--- config.mk ---
export PLATFORM = sky130hd
export DESIGN_NAME = gray_rx_decoder
export DESIGN_NICKNAME = d
export VERILOG_FILES = /design/src/rtl/gray_pkg.sv /design/src/rtl/gray_sync.sv /design/src/rtl/gray_rx_decoder.sv
export SDC_FILE = /design/constraint.sdc
export NUM_CORES = 1
export LEC_CHECK = 0
export BUFFER_PORTS_ARGS = -buffer_cell sky130_fd_sc_hd__buf_2
export CORE_ASPECT_RATIO = 0.5
export CORE_UTILIZATION = 49
export CTS_CLUSTER_DIAMETER = 150
export DETAILED_ROUTE_END_ITERATION = 8
export GPL_TIMING_DRIVEN = 0
export PLACE_DENSITY = 0.8
export SLEW_MARGIN = 40
export SYNTH_ARGS = -nofsm -noshare
export SYNTH_HDL_FRONTEND = slang
export SYNTH_SLANG_ARGS = --single-unit
--- constraint.sdc ---
create_clock -name clk -period 3 [get_ports clk]
set_clock_uncertainty 0.15 [all_clocks]
set_input_delay 0.3 -clock clk [delete_from_list [all_inputs] [get_ports clk]]
set_output_delay 0.3 -clock clk [all_outputs]
set_load 0.01 [all_outputs]
--- src/rtl/gray_pkg.sv ---
// Gray-code helpers and state type shared by the gray_code counter, this decoder and their benches.
package gray_pkg;

    localparam int GRAY_MAX_W = 32;

    typedef enum logic {INIT, TRACK} gray_rx_state_e;

    function automatic logic [GRAY_MAX_W-1:0] gray2bin(input logic [GRAY_MAX_W-1:0] g);
        logic [GRAY_MAX_W-1:0] b;
        b[GRAY_MAX_W-1] = g[GRAY_MAX_W-1];
        for (int i = GRAY_MAX_W - 2; i >= 0; i--) begin
            b[i] = b[i+1] ^ g[i];
        end
        return b;
    endfunction

    function automatic logic [GRAY_MAX_W-1:0] bin2gray(input logic [GRAY_MAX_W-1:0] b);
        return b ^ (b >> 1);
    endfunction

    function automatic logic [5:0] popcount(input logic [GRAY_MAX_W-1:0] v);
        logic [5:0] n;
        n = '0;
        for (int i = 0; i < GRAY_MAX_W; i++) begin
            n = n + {5'd0, v[i]};
        end
        return n;
    endfunction

endpackage

--- src/rtl/gray_sync.sv ---
// DATA_WIDTH x SYNC_STAGES flop chain for bringing a gray-coded bus into the clk domain.
module gray_sync #(
    parameter int DATA_WIDTH  = 4,
    parameter int SYNC_STAGES = 2
) (
    input  logic                  clk,
    input  logic                  reset,
    input  logic [DATA_WIDTH-1:0] d,
    output logic [DATA_WIDTH-1:0] q
);

    logic [DATA_WIDTH-1:0] stage [SYNC_STAGES];

    always_ff @(posedge clk or posedge reset) begin
        if (reset) begin
            for (int i = 0; i < SYNC_STAGES; i++) stage[i] <= '0;
        end else begin
            stage[0] <= d;
            for (int i = 1; i < SYNC_STAGES; i++) stage[i] <= stage[i-1];
        end
    end

    assign q = stage[SYNC_STAGES-1];

endmodule

--- src/rtl/gray_rx_decoder.sv ---
// Synchronizes a gray-coded bus, converts it to binary and classifies each change as a
// legal up/down step or an illegal multi-bit jump with a saturating error count.
//   state | meaning
//   INIT  | flushing reset zeros out of the synchronizer, no pulses
//   TRACK | converting every sample and classifying changes
module gray_rx_decoder
    import gray_pkg::*;
#(
    parameter int DATA_WIDTH    = 4,
    parameter int SYNC_STAGES   = 2,
    parameter int ERR_CNT_WIDTH = 8
) (
    input  logic                     clk,
    input  logic                     reset,
    input  logic [DATA_WIDTH-1:0]    gray_in,
    input  logic                     clear_err,
    output logic [DATA_WIDTH-1:0]    bin_out,
    output logic                     bin_valid,
    output logic                     step_ok,
    output logic                     step_dir,
    output logic                     step_err,
    output logic [ERR_CNT_WIDTH-1:0] err_count
);

    localparam int FLUSH_W = $clog2(SYNC_STAGES + 1);

    gray_rx_state_e        state, state_nxt;
    logic [FLUSH_W-1:0]    flush_cnt, flush_nxt;
    logic [DATA_WIDTH-1:0] s, prev_gray, prev_nxt, bin_s, bin_prev, bin_nxt;
    logic                  valid_nxt, ok_nxt, dir_nxt, err_nxt;
    logic [ERR_CNT_WIDTH-1:0] cnt_nxt;
    logic [5:0]            diff;

    gray_sync #(
        .DATA_WIDTH (DATA_WIDTH),
        .SYNC_STAGES(SYNC_STAGES)
    ) u_sync (
        .clk  (clk),
        .reset(reset),
        .d    (gray_in),
        .q    (s)
    );

    assign bin_s    = DATA_WIDTH'(gray2bin(GRAY_MAX_W'(s)));
    assign bin_prev = DATA_WIDTH'(gray2bin(GRAY_MAX_W'(prev_gray)));
    assign diff     = popcount(GRAY_MAX_W'(s ^ prev_gray));

    always_ff @(posedge clk or posedge reset) begin
        if (reset) begin
            state     <= INIT;
            flush_cnt <= '0;
            prev_gray <= '0;
            bin_out   <= '0;
            bin_valid <= 1'b0;
            step_ok   <= 1'b0;
            step_dir  <= 1'b0;
            step_err  <= 1'b0;
            err_count <= '0;
        end else begin
            state     <= state_nxt;
            flush_cnt <= flush_nxt;
            prev_gray <= prev_nxt;
            bin_out   <= bin_nxt;
            bin_valid <= valid_nxt;
            step_ok   <= ok_nxt;
            step_dir  <= dir_nxt;
            step_err  <= err_nxt;
            err_count <= cnt_nxt;
        end
    end

    always_comb begin
        state_nxt = state;
        flush_nxt = flush_cnt;
        prev_nxt  = prev_gray;
        bin_nxt   = bin_out;
        valid_nxt = bin_valid;
        ok_nxt    = 1'b0;
        dir_nxt   = 1'b0;
        err_nxt   = 1'b0;
        // Clear takes effect before this edge's error is counted.
        cnt_nxt   = clear_err ? '0 : err_count;
        case (state)
            INIT: begin
                if (flush_cnt == FLUSH_W'(SYNC_STAGES)) begin
                    bin_nxt   = bin_s;
                    prev_nxt  = s;
                    valid_nxt = 1'b1;
                    state_nxt = TRACK;
                end else begin
                    flush_nxt = flush_cnt + FLUSH_W'(1);
                end
            end
            TRACK: begin
                bin_nxt  = bin_s;
                prev_nxt = s;
                if (diff == 6'd1) begin
                    ok_nxt  = 1'b1;
                    dir_nxt = (bin_s == bin_prev + DATA_WIDTH'(1));
                end else if (diff > 6'd1) begin
                    err_nxt = 1'b1;
                    if (cnt_nxt != '1) cnt_nxt = cnt_nxt + ERR_CNT_WIDTH'(1);
                end
            end
            default: state_nxt = INIT;
        endcase
    end

endmodule
; ---- After elaboration in Yosys (flattened, before gate mapping)
; Cells that the tools add are included.
[word_totals]
ff_bits = 31
elab_cells = 80
[classes]
n_addsub = 34
order_cmp = 1
eq_ne = 5
n_mux = 18
n_bitwise = 9
reduce_logical = 2
[op_table]
columns = op, count
row1 = $add A6 B1 Y6 const B, 26
row2 = $mux W8, 5
row3 = $pmux W4 S2, 2
row4 = $mux W1, 9
row5 = $add A8 B1 Y8 const B, 1
row6 = $mux W4, 2
row7 = $ne A8 B8 Y1 const B, 1
row8 = $add A5 B1 Y6 const B, 1
row9 = $eq A6 B1 Y1 const B, 1
row10 = $gt A6 B1 Y1 const B, 1
row11 = $xor A1 B1 Y1, 6
row12 = $add A4 B1 Y5 const B, 1
row13 = $add A3 B1 Y4, 1
row14 = $add A4 B1 Y4 const B, 1
row15 = $eq A4 B4 Y1, 1
row16 = $reduce_and A2 Y1, 2
row17 = $xor A4 B4 Y4, 1
row18 = $add A2 B1 Y3, 1
row19 = $add A1 B1 Y2, 1
row20 = $add A2 B1 Y2 const B, 1
row21 = $eq A2 B2 Y1 const B, 1
row22 = $ne A2 B2 Y1 const B, 1
row23 = $not A1 Y1, 2

; ---- Logic depth before layout (Yosys ltp)
; Gate-level depths: netlist (run 1).
[logic_depth]
depth_word = 36
depth_mapped = 11

; ---- Cells and area by module
; Synthesis (run 1) repeated with hierarchy kept, for this count alone.
[unflattened]
hier_cells = 134
area_unflattened_um2 = 1480.2
[modules_own_cells]
columns = module, n_inst, cells_each, area_per_inst_um2, seq_area_each_um2
row1 = gray_rx_decoder, 1, 121, 1246.2, 550.5
row2 = gray_sync, 1, 13, 234.0, 200.2

; ---- Worst setup path after synthesis (run 1)
; OpenSTA, ideal clock, no wires.
[synth_timing]
path_type = register -> register
startpoint = reg prev_gray[0]
endpoint = reg err_count[1]
setup_ps = 125
arrival_ps = 2488
required_ps = 2725
slack_ps = 237
stages_incl_launch_ff = 11
path_cell_list = dfrtp_1 > buf_2 > xnor2_1 > fa_1 > inv_1 > ha_1 > ha_1 > nor3b_2 > or2_1 > nor2_1 > mux2_2
[synth_via]
elab_chain_len = 36
elab_cells_between_ends = 37
classes_between = add/sub (31) / order compare (1) / eq/ne (1) / mux (3) / bitwise (1)
[synth_lines]
columns = element, line
row1 = "start, declared", gray_rx_decoder.sv:29  ; logic [DATA_WIDTH-1:0] s, prev_gray, prev_nxt, bin_s, bin_prev, bin_nxt;
row2 = "start signal, assigned", gray_rx_decoder.sv:62  ; prev_gray <= prev_nxt;
row3 = $xor A4 B4 Y4 *, gray_rx_decoder.sv:46  ; assign diff = popcount(GRAY_MAX_W'(s ^ prev_gray));
row4 = $add A1 B1 Y2 *, gray_pkg.sv:25  ; n = n + {5'd0, v[i]};
row5 = $add A2 B1 Y3 *, gray_pkg.sv:25
row6 = $add A3 B1 Y4 *, gray_pkg.sv:25
row7 = $add A4 B1 Y5 *, gray_pkg.sv:25
row8 = $add A5 B1 Y6 *, gray_pkg.sv:25
row9 = $add A6 B1 Y6 * (26 in series), gray_pkg.sv:25
row10 = $gt A6 B1 Y1, gray_rx_decoder.sv:100  ; end else if (diff > 6'd1) begin
row11 = $mux W8, gray_rx_decoder.sv:100
row12 = $mux W8 *, gray_rx_decoder.sv:97  ; if (diff == 6'd1) begin
row13 = $mux W8 *, gray_rx_decoder.sv:83  ; case (state)
row14 = named net cnt_nxt[1], gray_rx_decoder.sv:31  ; logic [ERR_CNT_WIDTH-1:0] cnt_nxt;
row15 = "end signal, assigned", gray_rx_decoder.sv:68  ; err_count <= cnt_nxt;
row16 = "end, declared", gray_rx_decoder.sv:22  ; output logic [ERR_CNT_WIDTH-1:0] err_count
; Mark *: on every way through the listed nets, which the timed path passes. The rest lies on a longest branch.
; A chain may end at the register's enable or synchronous reset.

; ---- Final worst setup path (run 1)
[layout_timing]
startpoint = reg u_sync.stage, in the netlist u_sync.q[0]
endpoint = reg err_count[1]
[layout_via]
elab_chain_len = 36
elab_cells_between_ends = 37
classes_between = add/sub (31) / order compare (1) / eq/ne (1) / mux (3) / bitwise (1)
[layout_lines]
columns = element, line
row1 = "start, declared", gray_sync.sv:12  ; logic [DATA_WIDTH-1:0] stage [SYNC_STAGES];
row2 = $xor A4 B4 Y4 *, gray_rx_decoder.sv:46
row3 = $add A1 B1 Y2 *, gray_pkg.sv:25
row4 = $add A2 B1 Y3 *, gray_pkg.sv:25
row5 = $add A3 B1 Y4 *, gray_pkg.sv:25
row6 = $add A4 B1 Y5 *, gray_pkg.sv:25
row7 = $add A5 B1 Y6 *, gray_pkg.sv:25
row8 = $add A6 B1 Y6 * (26 in series), gray_pkg.sv:25
row9 = $gt A6 B1 Y1, gray_rx_decoder.sv:100
row10 = $mux W8, gray_rx_decoder.sv:100
row11 = $mux W8 *, gray_rx_decoder.sv:97
row12 = $mux W8 *, gray_rx_decoder.sv:83
row13 = named net cnt_nxt[1], gray_rx_decoder.sv:31
; Marks and branches as above.

==> flow_summary.json, run 1 <==
{
  "run_status": "finished, final reports clean",
  "ys.flop_type": "dfrtp_1",
  "final_cells": 198,
  "finalWeightedCongestion": 0.865,
  "cp_slowest_stage_delay_ns": 0.54,
  "fin_ws_ns": 0.120,
  "synthToLayoutAreaGrowth_pct": 24.2,
  "wl_mm": 2.66,
  "cp-start-kind": "flop",
  "finalNetCount": 174,
  "p_int_uw": 747,
  "rsz0062_at_grt": "no",
  "ant_nets": 0,
  "die_h_um": 40.4,
  "setup_viol": 0,
  "io_pins": 23,
  "fp.dieArea_um2": 3180,
  "clk_latency_ns": 0.28,
  "dp_cells": 184,
  "max_freq_mhz": 347,
  "dp_hpwl_mm": 1.67,
  "fin_util_pct": 66.7,
  "power.leakage_uw": 0.000804,
  "num_antenna_cells": 0,
  "drc": 0,
  "place_ws_ns": 0.00270,
  "p_sw_uw": 294,
  "max_cap_violations": 0,
  "netSwitchingFraction_pct": 28.3,
  "layout-drive-gt1-share_pct": 31.1,
  "core_area_um2": 2680,
  "syn-cell-area_um2": 1440,
  "synth_edf_count": 0,
  "cts_sinks": 30,
  "ys.warnings.count": 0,
  "worstPathArrival_ns": 2.90,
  "place_area_um2": 1600,
  "p_seq_share_pct": 45.1,
  "wire_per_inst_um": 13.4,
  "fin_crit_ns": 2.88,
  "power_per_cell_area_nw_per_um2": 581,
  "die_w_um": 78.7,
  "hold_viol_final": 0,
  "comb_power_share_pct": 23.5,
  "synth_cells": 125,
  "slew_headroom_pct": 58.7,
  "grt_max_degree": 31,
  "seq_area_frac_synth_pct": 52.1,
  "via_per_inst": 5.07,
  "overflow": 0,
  "rows": 13,
  "clk_pin_slew_ns": 0.06,
  "finalCritPeriodShare_pct": 96.0,
  "cts_tree": "done",
  "top_layer": "met4",
  "cp.required_ns": 3.02,
  "critPathMaxFanout": 6,
  "reg2reg_depth": 9,
  "crit_path_frequent_cell": "ha_1",
  "htreeDepth": 2,
  "cts_buffers": 5,
  "setup.worst_path.class": "flop to flop",
  "vias": 1004,
  "yosysUniqueCellTypes": 35,
  "cts.path.max_buffers": 2,
  "async_reset_ff_share_pct": 100,
  "grt_pass1_wl_mm": 4.11,
  "cpLargestDelayFamily": "adder cells",
  "final_cell_area_um2": 1790,
  "antenna_found_initial": 0,
  "crit_chain": "xnor2_2, fa_1, inv_1, ha_1, ha_1, nor3b_4, or2_4, nor2_2, mux2_2",
  "peakVddDrop_uv": 323,
  "avgSynthCellArea_um2": 11.5,
  "tightest_slew_ns": 0.619,
  "crit_cells": 9,
  "postSynthNetCount": 139,
  "drv_slew": 0,
  "port_buffers": 22,
  "grt_pass1_vias": 904,
  "pwr-share-clk_pct": 31.4,
  "clockRootBuffer": "clkbuf_8",
  "min_path_type": "flop to flop",
  "hold_depth": 0,
  "grt.total_usage_pct": 19.4,
  "setup_tns_ns": 0,
  "endpoint_kind": "flop",
  "initial_core_util_pct": 53.7,
  "wl_met3_um": 157,
  "synth-seq-cells": 30,
  "dr.pass1.iters": 4,
  "cpMaxStageDelayCell": "fa_1",
  "met2RoutedLength_mm": 1.24,
  "path_buf_inv": 1,
  "met1_length_mm": 1.21,
  "drt-initial-drc-count": 51
}
==> per-stage QoR <==
stage / total power [µW] / hold slack, ns
after floorplan: 617 / 0.181
after global placement: 672 / 0.182
after detailed placement: 682 / 0.186
after CTS: 1020 / 0.197
after global routing: 1100 / 0.208
final: 1040 / 0.194
==> power by group through the flow <==
stage | clock network [µW] | registers (µW) | logic [µW]
after floorplan | 0 | 488 | 129
after detailed placement | 0 | 476 | 207
after CTS | 336 | 469 | 214
final | 327 | 470 | 244
after global routing | 356 | 475 | 266
after global placement | 0 | 474 | 198
==> worst reg2reg max path, cell delays in order, from the launching register on <==
cell and delay (ns):
dfrtp_1 0.45, xnor2_2 0.18, fa_1 0.54, inv_1 0.05
ha_1 0.21, ha_1 0.31, nor3b_4 0.33, or2_4 0.23
nor2_2 0.06, mux2_2 0.26
==> flip-flops by register name (all words and copies together), names as in the netlist <==
| signal | flops |
|---|---|
| step_ok | 1 |
| u_sync.stage | 4 |
| flush_cnt | 2 |
| state | 1 |
| step_err | 1 |
| prev_gray | 4 |
| bin_valid | 1 |
| err_count | 8 |
| bin_out | 3 |
| step_dir | 1 |
| u_sync.q | 4 |
==> final cells by class <==
class	instances	area [µm²]
Sequential cell	30	752
Timing Repair Buffer	29	175
Clock buffer	7	86.3
Clock inverter	1	5.00
Tap cell	37	46.3
Inverter	10	37.5
Buffer	2	11.3
Multi-Input combinational cell	82	677
Fill cell	205	893
==> cells by family (layout without fill, tap and decap cells) <==
kind of cell	after synthesis	after routing	share of synthesized area (%)
adder cells (fa/ha/maj)	7	7	6.60
AND/OR/NAND/NOR	39	39	15.5
multiplexers	10	10	7.29
XOR/XNOR	15	15	10.2
flip-flops	30	30	52.1
AO/OA/AOI/OAI	11	11	4.60
buffers and inverters	13	49	3.73
==> what timing repair did <==
action / 4_1_cts / 5_1_grt
resized for setup: 1 / 8
hold endpoints to repair: 34 / 0
endpoints found under the setup margin: 1 / 7
pin swaps: 0 / 2
buffers inserted: 0 / 2
hold buffers: 5 / 0
==> cell usage in the layout (no fill, tap or decap), types with 2 or more instances in the layout <==
cell	netlist	final
a21oi_1	2	2
buf_2	1	22
buf_4	1	3
clkbuf_1	1	2
clkbuf_8	0	6
dfrtp_1	30	29
dlygate4sd3_1	0	5
ha_1	6	6
inv_1	9	8
mux2_2	4	4
mux2i_1	6	6
nand2_1	8	8
nand2b_1	3	2
nand3_1	3	3
nand4b_1	2	2
nor2_1	9	8
nor2_2	1	2
nor2b_1	2	2
nor3_1	2	2
nor4_1	2	2
o21ai_0	6	6
xnor2_1	8	6
xnor2_2	1	3
xor2_1	5	5
==> metal layers <==
layer / GRT usage (%) / vias up
met5: 0 / -
met4: 10.2 / 0
met3: 9.55 / 6
met2: 32.0 / 27
met1: 21.9 / 485
li1: - / 486
==> path summary, 6_finish.rpt <==
| path | from | end | slack (ns) |
|---|---|---|---|
| setup / recovery | u_sync.q[0] | err_count[1] | 0.12 |
| hold / removal | u_sync.stage[5] | u_sync.q[1] | 0.19 |
| setup reg to reg | u_sync.q[0] | err_count[1] | 0.12 |
| hold reg to reg | u_sync.stage[5] | u_sync.q[1] | 0.19 |
| max in group asynchronous | reset | prev_gray[0] | 1.76 |
| min in group asynchronous | reset | u_sync.q[1] | 0.49 |
==> Yosys cell counts, types with 2 or more instances <==
cell	number	area [µm²]
a21oi_1	2	10.0
nor4_1	2	12.5
dfrtp_1	30	751
xnor2_1	8	70.1
nand3_1	3	15.0
nor3_1	2	10.0
nor2_1	9	33.8
nand4b_1	2	17.5
mux2_2	4	45.0
nand2b_1	3	18.8
nor2b_1	2	12.5
o21ai_0	6	30.0
mux2i_1	6	60.1
inv_1	9	33.8
nand2_1	8	30.0
ha_1	6	75.1
xor2_1	5	43.8
Power figures use the tool's default switching activity.
==> inputs of run 2 (changes only) <==
CORE_UTILIZATION = 50   (was 49)
PLACE_DENSITY = 0.81   (was 0.8)
SETUP_SLACK_MARGIN = 0.2   (was default)
SYNTH_HIERARCHICAL = 1   (was default)
==> flow_summary.json, run 2 <==
{
  "grt.total_usage_pct": 21.1,
  "setup_viol": 0,
  "num_antenna_cells": 0,
  "yosysTopAreaCellShare_pct": 50.7,
  "yosysUniqueCellTypes": 42,
  "finalWeightedCongestion": 0.762,
  "run_status": "finished, final reports clean",
  "r2r_slack_ns": 0.11,
  "layout-drive-gt1-share_pct": 33.3,
  "drt-initial-drc-count": 31,
  "setup_tns_ns": 0,
  "tightest_slew_ns": 0.468,
  "globalRouteMet2Util_pct": 39.3,
  "cp-start-kind": "flop",
  "grt_pass1_wl_mm": 4.61,
  "io_pins": 23,
  "largest_reg_flops": 8,
  "power.leakage_uw": 0.000910,
  "async_reset_ff_share_pct": 100,
  "max_cap_violations": 0,
  "crit_chain": "buf_4, xnor2_1, fa_1, inv_1, ha_2, ha_4, or3b_4, o211ai_4, mux2_4",
  "avgSynthCellArea_um2": 11.0,
  "clk_pin_slew_ns": 0.07,
  "fp.dieArea_um2": 3200,
  "wl_mm": 2.88,
  "crit_cells": 9,
  "synth_cells": 134,
  "endpoint_kind": "flop",
  "wire_per_inst_um": 13.9,
  "postSynthNetCount": 148,
  "die_w_um": 78.9,
  "cp_slowest_stage_delay_ns": 0.56,
  "peakVddDrop_uv": 436,
  "hold_viol_final": 0,
  "core_area_um2": 2700,
  "via_per_inst": 5.32,
  "final_common_cell": "dfrtp_1",
  "seq_area_frac_synth_pct": 50.7,
  "met3_usage_pct": 6.36,
  "cts_buffers": 5,
  "finalNetCount": 184,
  "die_h_um": 40.5,
  "vias": 1107,
  "overflow": 0,
  "final_cell_mix": "30 x dfrtp_1, 23 x buf_2, 9 x inv_1, 8 x nand2_1, 8 x o21ai_0",
  "min_path_type": "input pin to flop",
  "critPathMaxFanout": 6,
  "fin_crit_ns": 2.89,
  "syn-cell-area_um2": 1480,
  "hold_depth": 2,
  "initial_core_util_pct": 54.8,
  "port_buffers": 22,
  "finalCritPeriodShare_pct": 96.3,
  "synth_largest_area_cell": "dfrtp_1",
  "met1_usage_pct": 23.3,
  "rsz0062_at_grt": "yes",
  "synthToLayoutAreaGrowth_pct": 27.8,
  "clockRootBuffer": "clkbuf_8",
  "cp.required_ns": 3.02,
  "power_per_cell_area_nw_per_um2": 601,
  "worstPathArrival_ns": 2.91,
  "reg2reg_depth": 9,
  "busiest_layer": "met2",
  "cts_sinks": 30,
  "synth_commonest_cells": "30 x dfrtp_1, 11 x inv_1, 8 x nand2_1, 8 x o21ai_0, 7 x xnor2_1",
  "clk_latency_ns": 0.28,
  "ys.flop_type": "dfrtp_1",
  "dp_hpwl_mm": 2.01,
  "path_buf_inv": 2,
  "synth.most_common_cell": "dfrtp_1",
  "drv_slew": 0,
  "antenna_found_initial": 0,
  "cts_tree": "done",
  "grt_max_degree": 23,
  "htreeDepth": 2,
  "slew_headroom_pct": 68.7,
  "rows": 13,
  "setup.worst_path.class": "flop to flop",
  "ys.warnings.count": 6,
  "fin_util_pct": 70.1,
  "cts.path.max_buffers": 2,
  "synth-seq-cells": 30,
  "ant_nets": 0,
  "cpMaxStageDelayCell": "fa_1",
  "max_freq_mhz": 346,
  "regMostFlops": "err_count",
  "grt_pass1_vias": 1005,
  "drc": 0,
  "synth_edf_count": 0,
  "cpLargestDelayFamily": "adder cells",
  "yosys-top-cells-area": "dfrtp_1 51%, ha_1 5.1%, xnor2_1 4.1%",
  "dr.pass1.iters": 4
}
-- run 2: logic make-up after synthesis --
| kind of cell | count (synthesis) | synth area share (%) |
|---|---|---|
| AOI/OAI and AO/OA | 20 | 9.64 |
| xor gates and xnor gates | 11 | 7.02 |
| adders and majority gates | 7 | 6.42 |
| buffers and inverters | 19 | 6.17 |
| DFF | 30 | 50.7 |
| muxes | 5 | 3.72 |
| and+or+nand+nor | 42 | 16.3 |
-- run 2: what timing repair did --
item,in CTS,in global routing
hold buffers,5,0
hold endpoints to repair,34,0
buffers inserted,2,0
resized for setup,2,7
endpoints found under the setup margin,4,9
pin swaps,3,4
cloned,0,0
-- run 2: final timing paths --
check / startpoint / to
hold / removal: clear_err / err_count[3]
setup / recovery: u_sync/q[1] / err_count[1]
setup reg to reg: u_sync/q[1] / err_count[1]
max in group asynchronous: reset / bin_out[3]
min in group asynchronous: reset / u_sync/q[1]
hold reg to reg: u_sync/stage[4] / u_sync/q[0]
-- run 2: layout make-up --
type,instances,area [µm²]
inverters,12,45.0
repair buffers,29,175
plain buffers,7,61.3
clock inverters,3,40.0
clock buffers,5,68.8
flip-flops and latches,30,751
multi-input cells,85,704
fillers,199,808
well taps,37,46.3
-- run 2: through the flow --
step                worst slack (ns)  power (µW)  hold slack (ns)  instance area, µm²  std cells
finish                         0.110        1140            0.122                1890        208
floorplan                      0.204         641          -0.0343                1520        134
CTS                            0.139        1130            0.123                1870        208
detailed placement            0.0818         711            0.126                1680        193
global route                  0.0548        1200            0.125                1890        208
global placement               0.126         698           0.0980                1680        193
-- run 2: report_power, final --
| part | internal (µW) | switching [µW] | total [µW] | leakage (µW) |
|---|---|---|---|---|
| clock | 244 | 157 | 401 | 0.0000579 |
| combinational | 133 | 138 | 271 | 0.000491 |
| sequential | 442 | 23.8 | 466 | 0.000362 |
| total | 819 | 319 | 1140 | 0.000910 |
-- run 2: per-layer routing --
metal,wire length (µm),vias up
li1,-,526
met4,57,0
met5,0,-
met2,1420,37
met1,1260,537
met3,144,7
==> inputs of run 3 (changes only) <==
ABC_AREA = 1   (was default)
CORE_UTILIZATION = 51   (was 50)
PLACE_DENSITY = 0.82   (was 0.81)
==> flow_summary.json, run 3 <==
{
  "run_status": "finished, final reports clean",
  "ys.flop_type": "dfrtp_1",
  "die_h_um": 42.2,
  "tightest_slew_ns": 0.484,
  "num_antenna_cells": 0,
  "clockRootBuffer": "clkbuf_8",
  "critPathMaxFanout": 8,
  "grt.total_usage_pct": 20.3,
  "hold_viol_final": 0,
  "syn-cell-area_um2": 1650,
  "endpoint_kind": "flop",
  "cts.path.max_buffers": 2,
  "yosys-top-cells-area": "dfrtp_1 46%, nand2_1 13%, inv_1 7.3%",
  "overflow": 0,
  "ys.warnings.count": 6,
  "wl_mm": 3.04,
  "drv_slew": 0,
  "setup_viol": 0,
  "cp.required_ns": 3.03,
  "fin_crit_ns": 2.67,
  "rsz0062_at_grt": "yes",
  "filler_cell_count": 259,
  "grt_pass1_wl_mm": 5.18,
  "core_area_um2": 3030,
  "synth-seq-cells": 30,
  "wire_per_inst_um": 11.1,
  "max_cap_violations": 0,
  "clk_pin_slew_ns": 0.07,
  "avgSynthCellArea_um2": 8.35,
  "worstPathArrival_ns": 2.70,
  "rows": 14,
  "final_cells": 273,
  "power_per_cell_area_nw_per_um2": 537,
  "fin_util_pct": 65.3,
  "synth_edf_count": 0,
  "synth_largest_area_cell": "dfrtp_1",
  "cp-start-kind": "flop",
  "cts_sinks": 30,
  "clk_latency_ns": 0.28,
  "synthToLayoutAreaGrowth_pct": 20.3,
  "setup_tns_ns": 0,
  "dp_cells": 259,
  "antenna_found_initial": 0,
  "initial_core_util_pct": 54.3,
  "max_freq_mhz": 375,
  "regMostFlops": "err_count",
  "largest_reg_flops": 8,
  "power.leakage_uw": 0.00109,
  "dp_hpwl_mm": 2.17,
  "fp.dieArea_um2": 3470,
  "postSynthNetCount": 211,
  "setup.worst_path.class": "flop to flop",
  "yosysTopAreaCellShare_pct": 45.6,
  "finalWeightedCongestion": 0.831,
  "finalCritPeriodShare_pct": 89.0,
  "drt-initial-drc-count": 62,
  "drc": 0,
  "yosysUniqueCellTypes": 26,
  "htreeDepth": 2,
  "grt_max_degree": 23,
  "synth.most_common_cell": "nand2_1",
  "final_cell_mix": "55 x nand2_1, 31 x inv_1, 30 x dfrtp_1, 23 x buf_2, 17 x nand3_1",
  "min_path_type": "flop to flop",
  "seq_area_frac_synth_pct": 45.6,
  "port_buffers": 22,
  "via_per_inst": 4.90,
  "layout-drive-gt1-share_pct": 25.8,
  "synth_commonest_cells": "55 x nand2_1, 32 x inv_1, 30 x dfrtp_1",
  "ant_nets": 0,
  "cts_buffers": 5,
  "vias": 1338,
  "finalNetCount": 246,
  "async_reset_ff_share_pct": 100,
  "cts_tree": "done",
  "dr.pass1.iters": 4,
  "peakVddDrop_uv": 355,
  "grt_pass1_vias": 1229,
  "die_w_um": 82.3,
  "io_pins": 23,
  "synth_cells": 197,
  "slew_headroom_pct": 67.7,
  "final_common_cell": "nand2_1"
}
==> run 3: cell count changes in the layout (fill, tap and decap cells not counted), sizes merged, moves of 2 or more <==
| cell | change |
|---|---|
| nor3 | -4 |
| a21oi | -2 |
| mux2 | -4 |
| nand3 | +13 |
| nand2b | -4 |
| nand4 | +3 |
| xnor2 | -5 |
| nand2 | +54 |
| and2b | -2 |
| inv | +22 |
| nor2 | +10 |
| and3 | -3 |
==> run 3: path summary, 6_finish.rpt <==
| kind | start | end | slack [ns] | cells after the start |
|---|---|---|---|---|
| setup / recovery | prev_gray[0] | err_count[3] | 0.33 | 12 |
| hold / removal | u_sync/stage[6] | u_sync/q[2] | 0.20 | 0 |
| setup reg to reg | prev_gray[0] | err_count[3] | 0.33 | 12 |
| hold reg to reg | u_sync/stage[6] | u_sync/q[2] | 0.20 | 0 |
| max in group asynchronous | reset | err_count[7] | 1.93 | 3 |
| min in group asynchronous | reset | u_sync/stage[7] | 0.35 | 3 |
==> run 3: timing repair <==
action / CTS / global route
resized for setup: 0 / 3
setup buffers: 0 / 1
endpoints found under the hold margin: 34 / 0
hold buffers: 5 / 0
endpoints found under the setup margin: 0 / 6
==> run 3: critical path: stages, from the launching register on <==
cell	delay, ns
dfrtp_1	0.37
buf_4	0.16
xnor2_2	0.15
fa_1	0.53
inv_1	0.04
ha_1	0.20
ha_1	0.31
nor3b_4	0.06
nor2_4	0.22
buf_4	0.16
nand4_1	0.09
nand2_1	0.08
inv_1	0.04
==> run 3: layout make-up <==
cell class              instances  area [µm²]  area share [%]
clock buffers                   6        82.6            4.17
multi-input cells             125         733            37.0
repair buffers                 28         168            8.47
well taps                      40        50.0            2.53
clock inverters                 2        12.5           0.632
plain buffers                   7        50.0            2.53
inverters                      35         133            6.70
flip-flops and latches         30         751            37.9
==> run 3: cell families after synthesis <==
logic type	synth area share, %
AOI/OAI and AO/OA	3.27
xor gates and xnor gates	3.65
adders and majority gates	5.78
buffers and inverters	11.1
DFF	45.6
and+or+nand+nor	30.6
==> run 3: metrics by stage <==
step | instance area (µm²) | worst slack (ns) | hold WS [ns] | power (µW)
after floorplan | 1650 | 0.429 | -0.0343 | 634
after CTS | 1950 | 0.284 | 0.201 | 1050
after global routing | 1980 | 0.154 | 0.208 | 1110
after detailed placement | 1810 | 0.300 | 0.117 | 700
after global placement | 1810 | 0.332 | 0.0979 | 687
final | 1980 | 0.331 | 0.200 | 1060
==> run 3: metal layers <==
layer / routed length (µm) / global-route usage [%] / up-vias
met5: 0 / 0 / -
met4: 40 / 8.42 / 0
met3: 140 / 5.87 / 6
met2: 1510 / 33.7 / 33
met1: 1350 / 24.8 / 628
li1: - / - / 671
==> run 3: power breakdown <==
| part | leakage, µW | internal [µW] | switching, µW |
|---|---|---|---|
| clock network | 0.0000472 | 184 | 161 |
| registers | 0.000361 | 440 | 20.7 |
| logic | 0.000684 | 105 | 152 |
